--- config.mk ---
export PLATFORM = sky130hd
export DESIGN_NAME = param_seq_alu
export DESIGN_NICKNAME = d
export VERILOG_FILES = /design/src/rtl/param_seq_alu.sv
export SDC_FILE = /design/constraint.sdc
export NUM_CORES = 1
export LEC_CHECK = 0
export ABC_AREA = 1
export BUFFER_PORTS_ARGS = -buffer_cell sky130_fd_sc_hd__buf_4
export CORE_ASPECT_RATIO = 1.4
export CORE_MARGIN = 3
export CORE_UTILIZATION = 55
export CTS_CLUSTER_SIZE = 20
export DETAILED_ROUTE_END_ITERATION = 12
export PLACE_DENSITY = 0.75
export SETUP_SLACK_MARGIN = 0.3
export SYNTH_ARGS = -nofsm -noshare
export SYNTH_HDL_FRONTEND = slang
export SYNTH_SLANG_ARGS = --single-unit
--- constraint.sdc ---
create_clock -name clk -period 2.3 [get_ports clk]
set_input_delay 0.115 -clock clk [delete_from_list [all_inputs] [get_ports clk]]
set_output_delay 0.115 -clock clk [all_outputs]
set_load 0.01 [all_outputs]
--- src/rtl/param_seq_alu.sv ---
// rtl/param_seq_alu.sv - sequential ALU: single-cycle ops plus a shift-add multiplier that takes WIDTH cycles
module param_seq_alu #(
  parameter int WIDTH = 4
) (
  input  logic                 clk,
  input  logic                 rst,
  input  logic                 start,
  input  logic [2:0]           S,
  input  logic [WIDTH-1:0]     A,
  input  logic [WIDTH-1:0]     B,
  output logic [2*WIDTH-1:0]   Y,
  output logic                 C,
  output logic                 V,
  output logic                 Z,
  output logic                 busy,
  output logic                 done
);

  localparam int SW = $clog2(WIDTH);
  localparam int CW = $clog2(WIDTH + 1);
  localparam int MSB = WIDTH - 1;

  typedef enum logic {IDLE, MUL} state_t;

  state_t               state;
  logic [2*WIDTH-1:0]   mcand;
  logic [2*WIDTH-1:0]   prod;
  logic [2*WIDTH-1:0]   prod_next;
  logic [WIDTH-1:0]     mplier;
  logic [CW-1:0]        cnt;

  logic [WIDTH:0]       ext;
  logic [WIDTH-1:0]     op_res;
  logic                 op_c;
  logic                 op_v;
  logic [SW-1:0]        sh;

  // ext carries one extra bit so carry, borrow and the last shifted-out bit share one path
  always_comb begin
    ext    = '0;
    op_res = '0;
    op_c   = 1'b0;
    op_v   = 1'b0;
    sh     = B[SW-1:0];
    case (S)
      3'b000: begin
        ext    = {1'b0, A} + (WIDTH+1)'(1);
        op_res = ext[WIDTH-1:0];
        op_c   = ext[WIDTH];
        op_v   = ~A[MSB] & op_res[MSB];
      end
      3'b001: begin
        ext    = {1'b0, A} + {1'b0, B};
        op_res = ext[WIDTH-1:0];
        op_c   = ext[WIDTH];
        op_v   = (A[MSB] == B[MSB]) && (op_res[MSB] != A[MSB]);
      end
      3'b010: begin
        ext    = {1'b0, A} - {1'b0, B};
        op_res = ext[WIDTH-1:0];
        op_c   = ext[WIDTH];
        op_v   = (A[MSB] != B[MSB]) && (op_res[MSB] != A[MSB]);
      end
      3'b011: op_res = A & B;
      3'b100: op_res = A | B;
      3'b101: op_res = A ^ B;
      3'b110: begin
        ext    = {1'b0, A} << sh;
        op_res = ext[WIDTH-1:0];
        op_c   = ext[WIDTH];
      end
      default: ;
    endcase
  end

  assign prod_next = mplier[0] ? (prod + mcand) : prod;

  always_ff @(posedge clk) begin
    if (rst) begin
      state  <= IDLE;
      Y      <= '0;
      C      <= 1'b0;
      V      <= 1'b0;
      Z      <= 1'b0;
      busy   <= 1'b0;
      done   <= 1'b0;
      mcand  <= '0;
      mplier <= '0;
      prod   <= '0;
      cnt    <= '0;
    end else begin
      done <= 1'b0;
      case (state)
        IDLE: begin
          if (start) begin
            if (S == 3'b111) begin
              mcand  <= {{WIDTH{1'b0}}, A};
              mplier <= B;
              prod   <= '0;
              cnt    <= '0;
              busy   <= 1'b1;
              state  <= MUL;
            end else begin
              Y    <= {{WIDTH{1'b0}}, op_res};
              C    <= op_c;
              V    <= op_v;
              Z    <= (op_res == '0);
              done <= 1'b1;
            end
          end
        end
        MUL: begin
          prod   <= prod_next;
          mcand  <= mcand << 1;
          mplier <= mplier >> 1;
          cnt    <= cnt + CW'(1);
          if (cnt == CW'(WIDTH - 1)) begin
            Y     <= prod_next;
            C     <= |prod_next[2*WIDTH-1:WIDTH];
            V     <= 1'b0;
            Z     <= (prod_next == '0);
            done  <= 1'b1;
            busy  <= 1'b0;
            state <= IDLE;
          end
        end
        default: state <= IDLE;
      endcase
    end
  end

endmodule

# [Yosys cells after proc, flatten, opt, wreduce, memory -nomap -nowiden]
# Cells that the tools add are included.
[word_totals] reg_bits=37 in_bits=14 out_inout_bits=13 elab_cells=91
[classes] addsub=5 n_eq_ne=16 shifts=1 n_mux=43 bitwise_logic=6 n_reduce_logical=9
[op_table] cell="8-bit two-way mux" count=8
[op_table] cell="8-bit case mux with 2 select lines" count=3
[op_table] cell="4-bit case mux with 7 select lines" count=1
[op_table] cell="1-bit two-way mux" count=17
[op_table] cell="3-bit == test, second input constant" count=4
[op_table] cell="1-bit case mux with 2 select lines" count=6
[op_table] cell="3-bit by 2-bit == test with 1-bit output, second input constant" count=3
[op_table] cell="8-bit adder" count=1
[op_table] cell="8-bit zero test" count=1
[op_table] cell="4-bit two-way mux" count=2
[op_table] cell="4-bit case mux with 2 select lines" count=1
[op_table] cell="3-bit two-way mux" count=2
[op_table] cell="2-bit != test, second input constant" count=3
[op_table] cell="3-bit case mux with 2 select lines" count=1
[op_table] cell="3-bit AND reduction" count=2
[op_table] cell="4-bit by 1-bit adder with 5-bit output, second input constant" count=1
[op_table] cell="4-bit by 4-bit adder with 5-bit output" count=1
[op_table] cell="4-bit by 2-bit left shift with 5-bit output" count=1
[op_table] cell="4-bit by 4-bit subtractor with 5-bit output" count=1
[op_table] cell="4-bit AND" count=1
[op_table] cell="4-bit zero test" count=1
[op_table] cell="4-bit bitwise OR" count=1
[op_table] cell="1-bit case mux with 4 select lines" count=1
[op_table] cell="4-bit OR reduction" count=1
[op_table] cell="12 further kinds" count=16

# [Logic depth before layout (Yosys ltp)]
[depth] word_depth=7 depth_mapped=14

# [Worst setup path after synthesis]
# Ideal clock, no wire load.
[synth_timing] kind="flip-flop to flip-flop" from="reg mcand[0]" to="reg C" setup_time_ns=0.122 arrival_time_ns=1.668 t_required_ns=2.178 slack_ns=0.511 path_stages_with_launch=13 n_path_buf=0 cell_sequence="dfxtp_1 ha_1 fa_1 nand2_1 nand3_1 nand3_1 nand2_1 nand2_1 nand3_1 nand2_1 nand2_1 o21ai_0 a21oi_1"
[synth_via] elab_chain_cells=5
[synth_lines] item="start: declaration" line_no="26" source="logic [2*WIDTH-1:0] mcand;"
[synth_lines] item="start signal: assignment" line_no="97" source="mcand <= {{WIDTH{1'b0}}, A};"
[synth_lines] item="start signal: assignment" line_no="114" source="mcand <= mcand << 1;"
[synth_lines] item="8-bit adder" line_no="76" source="assign prod_next = mplier[0] ? (prod + mcand) : prod;"
[synth_lines] item="8-bit two-way mux" line_no="76"
[synth_lines] item="4-bit OR reduction" line_no="119" source="C <= |prod_next[2*WIDTH-1:WIDTH];"
[synth_lines] item="1-bit two-way mux" line_no="117" source="if (cnt == CW'(WIDTH - 1)) begin"
[synth_lines] item="1-bit case mux with 2 select lines" line_no="93" source="case (state)"
[synth_lines] item="end signal: assignment" line_no="105" source="C <= op_c;"
[synth_lines] item="end signal: assignment" line_no="119"
[synth_lines] item="end: declaration" line_no="12" source="output logic C,"
# No other way between the ends. The select of a mux whose other input is x is not followed.
# A chain may end at the register's enable or synchronous reset.

# [Worst setup path in the final report]
[layout_timing] from="reg mcand[0]" to="reg Z"
[layout_via] elab_chain_cells=5
[layout_lines] item="8-bit adder" line_no="76"
[layout_lines] item="8-bit two-way mux" line_no="76"
[layout_lines] item="8-bit zero test" line_no="121" source="Z <= (prod_next == '0);"
[layout_lines] item="1-bit two-way mux" line_no="117"
[layout_lines] item="1-bit case mux with 2 select lines" line_no="93"
[layout_lines] item="end signal: assignment" line_no="107" source="Z <= (op_res == '0);"
[layout_lines] item="end signal: assignment" line_no="121"
[layout_lines] item="end: declaration" line_no="14" source="output logic Z,"
# No other way between the ends. The select of a mux whose other input is x is not followed.

==> metrics.cfg <==
[yosys]
syn_area_per_cell_um2=6.677
yosys-top-cells-area=dfxtp_1, nand2_1, ha_1, nand3_1, a21oi_1
synthDominantCellAreaShare_pct=27.46
synth_cells=404
ys_warn_count=0
synth_nets=445
synthFlopType=dfxtp_1
synth_area_leader_cell=dfxtp_1
synth_edf_count=0
ys_seq_area_share_pct=27.46
yosysMostFrequentCell=nand2_1
async_reset_ff_share_pct=0
synth_seq_cells=37
yosys-top-cells-count=nand2_1, nand3_1, inv_1
syn_area_um2=2698
synth_cell_types=31

[floorplan]
start_util_pct=58.08
die_w_um=65.19
design.core.area_um2=4644
die_area_um2=5793
ios=27
rows=29
chipHeight_um=88.87

[sta]
layout_setup_ws_ns=0.4460
timing.final.crit_share_pct=80.61
slew-limit-headroom_pct=71.74
fmax_mhz=539.4
worst_pin_slew_ns=0.4207
fin_skew_ns=0.006576
maxSlewViolCount=0
setup-violations-final=0
finalHoldViolations=0
period_needed_ns=1.854
fin_tns_setup_ns=0
rsz0062_at_grt=false

[pwr]
pwr-share-clk_pct=33.4
pwr-share-comb_pct=20.3
p_sw_share_pct=30.71
peakVddDrop_v=0.0002182
p_seq_share_pct=46.3
leakagePower_nw=1.427
p_switching_w=0.0004494
power_density_nw_per_um2=480.5
intPower_w=0.001014

[setup_path]
crit_path_max_fanout=3
startpoint_type=flip-flop
cp.required_ns=2.54
crit_type=flip-flop to flip-flop
rrSetupSlack_ns=0.45
critPathLaunch=mcand[0]
cp.arrival_ns=2.10
r2r-end=Z
reg2reg_depth=13
cp-endpoint=Z
endpoint_kind=flip-flop
r2r_start=mcand[0]

[cts]
clock_path_buffers=2
tritoncts=done
cts_sinks=37
cts_setup_buffers=0
cts_root_buffer=clkbuf_8
insertion_delay_ns=0.30
cts.clk_slew.worst_paths_ns=0.08
cts_buffers=5
htreeDepth=2

[detailed_routing]
drtIter0Drc=174
first_pass_iters=5
wl_per_cell_um=14.76
vias=2698
drc=0
drt_wl_total_um=7247
antenna_left=0
vias_per_cell=5.495

[global_route]
grt_pass1_wl_um=11740
track_usage_pct=26.74
grt_overflow=0
grt_pass1_vias=2574
grt_antenna_before_repair=0
grt_max_degree=24

[placed_design]
io_buffers=26
hpwl_um=5740
gp_congestion=0.9457
place_ws_ns=0.3060

[finish]
n_antenna_cell=0
drive_gt1_share_pct=15.15
filler_cell_count=459
nets=469
syn2layout_area_growth_pct=12.89

[hold_path]
hp-class=input pin to flip-flop

[run_status]
outcome=finished clean

[run]
drv_cap=0

how the worst min path moves through the flow:
stage	depth (start not counted)	to	start	slack, ns
after global routing	3	mcand[0]	A[0]	0.12
after detailed placement	3	mcand[0]	A[0]	0.44
after floorplan	1	busy	rst	0.19
after CTS	3	mcand[0]	A[0]	0.13
after global placement	3	mcand[0]	A[0]	0.44
final	3	mcand[0]	A[0]	0.12
cell type report:
type	instances	area, um^2	area share, %
clock buffer	6	82.58	2.712
multi-input combinational	310	1742	57.19
timing repair buffer	29	217.7	7.149
tap	62	77.57	2.547
clock inverter	2	13.76	0.4519
sequential	37	743.2	24.40
inverter	45	168.9	5.546
stage by stage:
step	power, W	hold slack (ns)	cell area [um^2]	std cells	utilization [%]
finish	0.001463	0.1210	3045	491	65.57
global route	0.001537	0.1230	3045	491	65.57
CTS	0.001469	0.1255	3014	491	64.90
detailed placement	0.0009868	0.4370	2918	483	62.82
global placement	0.0009839	0.4359	2918	483	62.82
floorplan	0.0008856	0.1943	2698	404	-
worst max-delay path: stages (launching register included):
cell	delay [ns]
dfxtp_2	0.33
ha_2	0.20
fa_2	0.36
nand2_1	0.10
nand3_2	0.09
nand3_2	0.08
nand2_1	0.05
nand2_1	0.07
nand3_2	0.08
nand2_1	0.09
nand2_1	0.07
nor3_2	0.16
nor2_1	0.05
nor2_1	0.07
layout by cell type (no fill, tap or decap), types with 3 or more instances in the layout:
| cell | instances |
|---|---|
| clkbuf_8 | 6 |
| nor3_1 | 5 |
| a21oi_1 | 30 |
| nor2_1 | 36 |
| or2_2 | 7 |
| o21ai_0 | 23 |
| nor2_2 | 4 |
| buf_4 | 29 |
| inv_1 | 40 |
| dfxtp_1 | 35 |
| nand3b_1 | 3 |
| nand3_1 | 40 |
| ha_1 | 23 |
| o211ai_1 | 4 |
| nand2_1 | 100 |
| o221ai_1 | 6 |
| nand4_1 | 5 |
| nand3_2 | 3 |
| a31oi_1 | 6 |
| inv_2 | 4 |
power groups by stage:
stage               clock network [W]  logic [W]  registers, W
CTS                          0.000495   0.000295      0.000678
finish                       0.000489   0.000296      0.000678
global route                 0.000519   0.000337      0.000681
floorplan                           0   0.000193      0.000692
global placement                    0   0.000291      0.000693
detailed placement                  0   0.000294      0.000692
routing by layer:
metal  share of wire [%]  vias to the layer above  global-route usage (%)
li1                    -                     1387                       -
met1                  37                     1208                   26.67
met2                  54                       68                   50.97
met3                 2.7                       35                   3.050
met4                 6.1                        0                   18.11
met5                   0                        -                       0
sequential cells by signal, indices dropped and copies added, names as in the netlist, 3 cells and up:
register / count
Y: 8
cnt: 3
mcand: 8
mplier: 4
prod: 8
repair_timing:
action / 4_1_cts / 5_1_grt
hold buffers: 0 / 0
gates resized for setup: 0 / 10
setup endpoints to repair: 0 / 3
logic make-up after synthesis:
group | Yosys count | synth area share [%]
adders and majority gates | 27 | 13.36
and+or+nand+nor | 207 | 33.44
AOI/OAI and AO/OA | 73 | 15.72
DFF | 37 | 27.46
xor gates and xnor gates | 3 | 0.9742
buffers and inverters | 57 | 9.044
(Power assumes the default switching activity.)
